$ cat src/rtl/uart_receiver.sv
// UART receiver: recovers 8N1 frames from an asynchronous serial line and
// presents each byte on a held-until-acknowledged valid/ack interface.
// Framing errors give a one-cycle pulse; a good frame that arrives while a
// byte is still unacknowledged is dropped and raises a sticky overrun flag.
module uart_receiver #(
    parameter int CLKS_PER_BIT = 16
) (
    input  logic       clk,
    input  logic       rst,
    input  logic       bitValue,
    input  logic       ack,
    output logic [7:0] data,
    output logic       valid,
    output logic       frame_err,
    output logic       overrun,
    output logic       busy
);

    localparam int HALF  = CLKS_PER_BIT >> 1;
    localparam int CNT_W = (CLKS_PER_BIT > 1) ? $clog2(CLKS_PER_BIT) : 1;

    localparam logic [CNT_W-1:0] HALF_LAST = CNT_W'(HALF - 1);
    localparam logic [CNT_W-1:0] BIT_LAST  = CNT_W'(CLKS_PER_BIT - 1);

    typedef enum logic [2:0] {
        IDLE      = 3'd0,
        START     = 3'd1,
        DATA      = 3'd2,
        STOP      = 3'd3,
        WAIT_IDLE = 3'd4
    } state_t;

    state_t           state_reg;
    state_t           state_next;
    logic             sync1_reg;
    logic             sync2_reg;
    logic             rx_s;
    logic [CNT_W-1:0] cnt_reg;
    logic [2:0]       idx_reg;
    logic             shift_reg [8];
    logic [7:0]       shift_byte;
    logic [7:0]       data_reg;
    logic             valid_reg;
    logic             overrun_reg;
    logic             frame_err_reg;

    // Decoded events for the current cycle
    logic             start_tick;
    logic             bit_tick;
    logic             data_sample;
    logic             stop_good;
    logic             stop_bad;
    logic             accept;

    assign rx_s = sync2_reg;

    // Two-flop synchronizer; idles high so reset does not look like a start bit
    always_ff @(posedge clk or negedge rst) begin
        if (!rst) begin
            sync1_reg <= 1'b1;
            sync2_reg <= 1'b1;
        end else begin
            sync1_reg <= bitValue;
            sync2_reg <= sync1_reg;
        end
    end

    // FSM state register
    always_ff @(posedge clk or negedge rst) begin
        if (!rst) begin
            state_reg <= IDLE;
        end else begin
            state_reg <= state_next;
        end
    end

    // Sample-point decode shared by next-state, datapath and output logic
    always_comb begin
        start_tick  = (state_reg == START) && (cnt_reg == HALF_LAST);
        bit_tick    = (cnt_reg == BIT_LAST);
        data_sample = (state_reg == DATA) && bit_tick;
        stop_good   = (state_reg == STOP) && bit_tick && rx_s;
        stop_bad    = (state_reg == STOP) && bit_tick && !rx_s;
        accept      = stop_good && (!valid_reg || ack);
    end

    // Next-state logic
    always_comb begin
        state_next = state_reg;
        case (state_reg)
            IDLE: begin
                if (!rx_s) state_next = START;
            end
            START: begin
                if (start_tick) state_next = rx_s ? IDLE : DATA;
            end
            DATA: begin
                if (data_sample && (idx_reg == 3'd7)) state_next = STOP;
            end
            STOP: begin
                if (stop_good)     state_next = IDLE;
                else if (stop_bad) state_next = WAIT_IDLE;
            end
            WAIT_IDLE: begin
                if (rx_s) state_next = IDLE;
            end
            default: state_next = IDLE;
        endcase
    end

    // Clock counter and bit index; every state change restarts the count
    always_ff @(posedge clk or negedge rst) begin
        if (!rst) begin
            cnt_reg <= '0;
            idx_reg <= 3'd0;
        end else begin
            if (state_next != state_reg) begin
                cnt_reg <= '0;
            end else if (state_reg == DATA && bit_tick) begin
                cnt_reg <= '0;
            end else if (state_reg == START || state_reg == DATA || state_reg == STOP) begin
                cnt_reg <= cnt_reg + 1'b1;
            end

            if (state_reg == START) begin
                idx_reg <= 3'd0;
            end else if (data_sample && (idx_reg != 3'd7)) begin
                idx_reg <= idx_reg + 3'd1;
            end
        end
    end

    // Shift register: each data bit lands directly in its own position
    for (genvar gi = 0; gi < 8; gi++) begin : g_shift
        always_ff @(posedge clk or negedge rst) begin
            if (!rst) begin
                shift_reg[gi] <= 1'b0;
            end else if (data_sample && (idx_reg == 3'(gi))) begin
                shift_reg[gi] <= rx_s;
            end
        end
        assign shift_byte[gi] = shift_reg[gi];
    end

    // Output registers: byte hand-off, overrun tracking, framing-error pulse
    always_ff @(posedge clk or negedge rst) begin
        if (!rst) begin
            data_reg      <= 8'h00;
            valid_reg     <= 1'b0;
            overrun_reg   <= 1'b0;
            frame_err_reg <= 1'b0;
        end else begin
            frame_err_reg <= stop_bad;
            if (accept) begin
                // A same-cycle ack frees the slot, so the new byte is not an overrun
                data_reg    <= shift_byte;
                valid_reg   <= 1'b1;
                overrun_reg <= 1'b0;
            end else begin
                if (valid_reg && ack) begin
                    valid_reg   <= 1'b0;
                    overrun_reg <= 1'b0;
                end
                if (stop_good) begin
                    overrun_reg <= 1'b1;
                end
            end
        end
    end

    // Output decode
    always_comb begin
        busy      = (state_reg != IDLE);
        data      = data_reg;
        valid     = valid_reg;
        overrun   = overrun_reg;
        frame_err = frame_err_reg;
    end

endmodule

$ cat config.mk
export PLATFORM = sky130hd
export DESIGN_NAME = uart_receiver
export DESIGN_NICKNAME = d
export VERILOG_FILES = /design/src/rtl/uart_receiver.sv
export SDC_FILE = /design/constraint.sdc
export NUM_CORES = 1
export LEC_CHECK = 0
export CORE_ASPECT_RATIO = 1.25
export CORE_UTILIZATION = 31
export DETAILED_ROUTE_END_ITERATION = 16
export DONT_BUFFER_PORTS = 1
export SLEW_MARGIN = 10
export SYNTH_ARGS = -nofsm -noshare
export SYNTH_HDL_FRONTEND = slang
export SYNTH_SLANG_ARGS = --single-unit
$ cat constraint.sdc
create_clock -name clk -period 2.7 [get_ports clk]
set_input_delay 0.54 -clock clk [delete_from_list [all_inputs] [get_ports clk]]
set_output_delay 0.54 -clock clk [all_outputs]
set_load 0.01 [all_outputs]
==> summary.txt <==
Critical path
  • CP Class: flop to flop
  • CP max stage delay: 420 ps
  • Crit-path slowest cell: dfrtp_1
  • Setup crit start: idx_reg[0]
  • Startpoint Class: flop
  • CP dominant cell by count: ha_1
  • Buf+Inv Stages, Crit Path: 0
  • Reg-to-Reg Start: idx_reg[0]
  • Worst setup endpoint: cnt_reg[0]
  • CP endpoint kind: flop
  • CP top delay family: adder cells
  • Max Fanout on Critical Path: 4
  • FF-to-FF setup slack: 850 ps
  • Req. time, crit path: just under 3000 ps
  • Worst Reg-to-Reg Cells: 6
  • FF-to-FF End: cnt_reg[0]
  • Critical Path AT: ~2000 ps
  • Critical path depth: 6
  • Crit-path cells: ha_1, ha_1, and3b_1, a211oi_1, o211ai_1, nor3_1

Job
  • Max-cap viol count: 0

Layout
  • Final #Nets: 138
  • Area added between synthesis and finish: 8.53%
  • Diodes inserted: 0
  • Layout cells sized above 1: 24.4%
  • Post-route cell area: between 0.0015 and 0.002 mm²

CTS
  • TritonCTS Buffers: 5
  • Root buffer cell: clkbuf_8
  • Buffer depth of the longest clock path: 2
  • H-tree Lvls: 2
  • Clk slew on worst S/H paths: 60 ps
  • Clk sinks: 31
  • Setup repair bufs after CTS: 0
  • Clk Latency, worst-skew pair: 280 ps
  • TritonCTS clock tree: built

Floorplanning
  • Starting Density: 32.6%
  • Chip height: 81.2 µm
  • I/O pin count: 16
  • FP Rows: 28
  • Die Wd: roughly 65 µm
  • Core ar.: 0.00476 mm²
  • Die area: about 0.0053 mm²

Synth
  • Main combinational cell family by area after synthesis: simple AND/OR/NAND/NOR gates
  • Yosys warning count: 0
  • Synthesized area per cell: 12.4 µm²
  • Post-synthesis mux area share: 15.4%
  • Synth Flop Type: dfrtp_1
  • Synth Area in Compound Gates: 6.11%
  • Seq/Total Area, Yosys: about half
  • Post-Synth Simple-Gate Area: 15.5%
  • Post-synth top cells: dfrtp_1 (29), nand3_1 (10), nor2_1 (10), mux2_2 (8), mux2_4 (8)
  • Post-Syn Area: between 0.0015 and 0.002 mm²
  • Synth unique cells: 35
  • Largest cells by area after synthesis: dfrtp_1 (47%), mux2_4 (7.7%), mux2_2 (5.8%)
  • Most frequent cell after synthesis: dfrtp_1
  • #FFs+latches synth: 31
  • Async SR Flop Fraction: 100%
  • Adder-Cell Fraction of Synth Area: ~5.6%
  • Area share of the largest cell type after synthesis: 46.7%
  • Syn nets: 136
  • Xor/xnor share of the synthesized area: under 10%
  • Post-synth top area cell: dfrtp_1
  • Post-synth EDFFs: 0
  • Syn Inst Count: 125

Route
  • Antenna viol nets, final: 0
  • Vias per cell: between 5 and 6
  • Vias: 936
  • DRC violations left: 0
  • Routed length on met2: between 1000 and 1500 µm
  • Met3 WL: 118 µm
  • 1st-iter DRT viols: 29
  • Metal1 wirelength: slightly above 1000 µm
  • Top layer in use: met4
  • Routed WL: 2610 µm
  • Pre-antenna DRT Iters: 4
  • Routed length per instance: 13.9 µm

Power and ir drop
  • Power Dens Cells: 689 mW/mm²
  • Leakage power: 0.813 nW
  • VDD IR max: between 0.2 and 0.25 mV

STA
  • RSZ-0062 raised after global routing: false
  • Rel. slew slack: 65.6%
  • Final period utilization: 68.4%
  • Hold Violations, Final: 0
  • Final WS setup: 854 ps
  • Final hold slack: 78.3 ps
  • Slew Viols, Final: 0
  • Worst-Margin Slew: 515 ps
  • Clk_skew: 4.02 ps
  • Setup TNS Final: 0 ps
  • FMAX: 542 MHz
  • Crit path time final: between 1500 and 2000 ps
  • Final setup violation count: 0

Outcome
  • Outcome: completed

Placed design
  • Area of placed instances: 0.00158 mm²
  • # port buffers: 0
  • GP Congestion: between 0.7 and 0.8
  • Dpl ws: ~860 ps
  • Dpl hpwl: 1850 µm

Global routing
  • Pin count of the biggest net entering global routing: 30
  • Total track usage: 11.4%
  • Vias in the first global route: ~950
  • Initial antenna violation count: 0
  • Global-route wire length before repair: 4480 µm
  • GR Overflow Total: 0

Min path
  • Worst hold path class: input port to async pin
==> per-stage QoR <==
stage               utilization (%)  power [mW]  instances
floorplan                         -       0.769        125
global route                   35.4        1.23        187
detailed placement             33.2       0.804        179
finish                         35.4        1.16        187
global placement               33.2       0.791        179
CTS                            35.4        1.18        187
==> cell usage in the layout, fill, tap and decap left out, types with 2 or more instances in the layout <==
| cell type | instances |
|---|---|
| dfrtp_1 | 29 |
| a211oi_1 | 2 |
| o21bai_1 | 2 |
| mux2_2 | 8 |
| a21oi_1 | 5 |
| nor2_1 | 10 |
| mux2_4 | 8 |
| dfstp_2 | 2 |
| mux2i_1 | 3 |
| inv_1 | 5 |
| clkbuf_8 | 6 |
| nand3_1 | 10 |
| xnor2_1 | 4 |
| nor3_1 | 3 |
| ha_1 | 7 |
| nand2_1 | 5 |
==> logic make-up (layout without fill, tap and decap cells) <==
kind of cell               Yosys count  after routing
DFF                                 31             31
AOI/OAI and AO/OA                   14             14
muxes                               19             19
xor gates and xnor gates             5              5
buffers and inverters               11             13
and+or+nand+nor                     38             38
adders and majority gates            7              7
==> report_power, final <==
| part | internal, mW | switching [mW] | leakage (nW) |
|---|---|---|---|
| combinational | 0.0945 | 0.119 | 0.352 |
| sequential | 0.509 | 0.0816 | 0.413 |
| clock | 0.199 | 0.159 | 0.0470 |
==> worst min path at each step <==
stage / cells past startpoint / endpoint / slack, ps
5_1_grt: 1 / data[6] / 80
3_3_place_gp: 0 / shift_byte[6] / 250
6_report: 1 / data[6] / 80
4_1_cts: 1 / data[6] / 80
2_1_floorplan: 0 / cnt_reg[0] / 240
3_5_place_dp: 0 / shift_byte[6] / 250
==> what timing repair did <==
item	CTS	global route
gates resized for setup	0	0
hold buffers	1	0
endpoints found under the hold margin	29	0
setup endpoints to repair	0	0
==> area by class of cell <==
class	instances	area, µm²
clock buffers	6	82.6
well taps	60	75.1
multi-input cells	83	708
inverters	5	18.8
repair buffers	1	20.0
flip-flops and latches	31	778
fillers	468	3080
clock inverters	1	5.00
==> routing by layer <==
metal / GRT usage [%] / vias up
met1: 11.6 / 472
met3: 4.78 / 5
li1: - / 444
met5: 0 / -
met2: 19.7 / 15
met4: 6.30 / 0
==> worst reg2reg max path, cell delays in order (launching register included) <==
cell and delay, ps:
dfrtp_1 420, ha_1 250, ha_1 220, and3b_1 220, a211oi_1 250, o211ai_1 190
nor3_1 210
(Power assumes the default switching activity.)
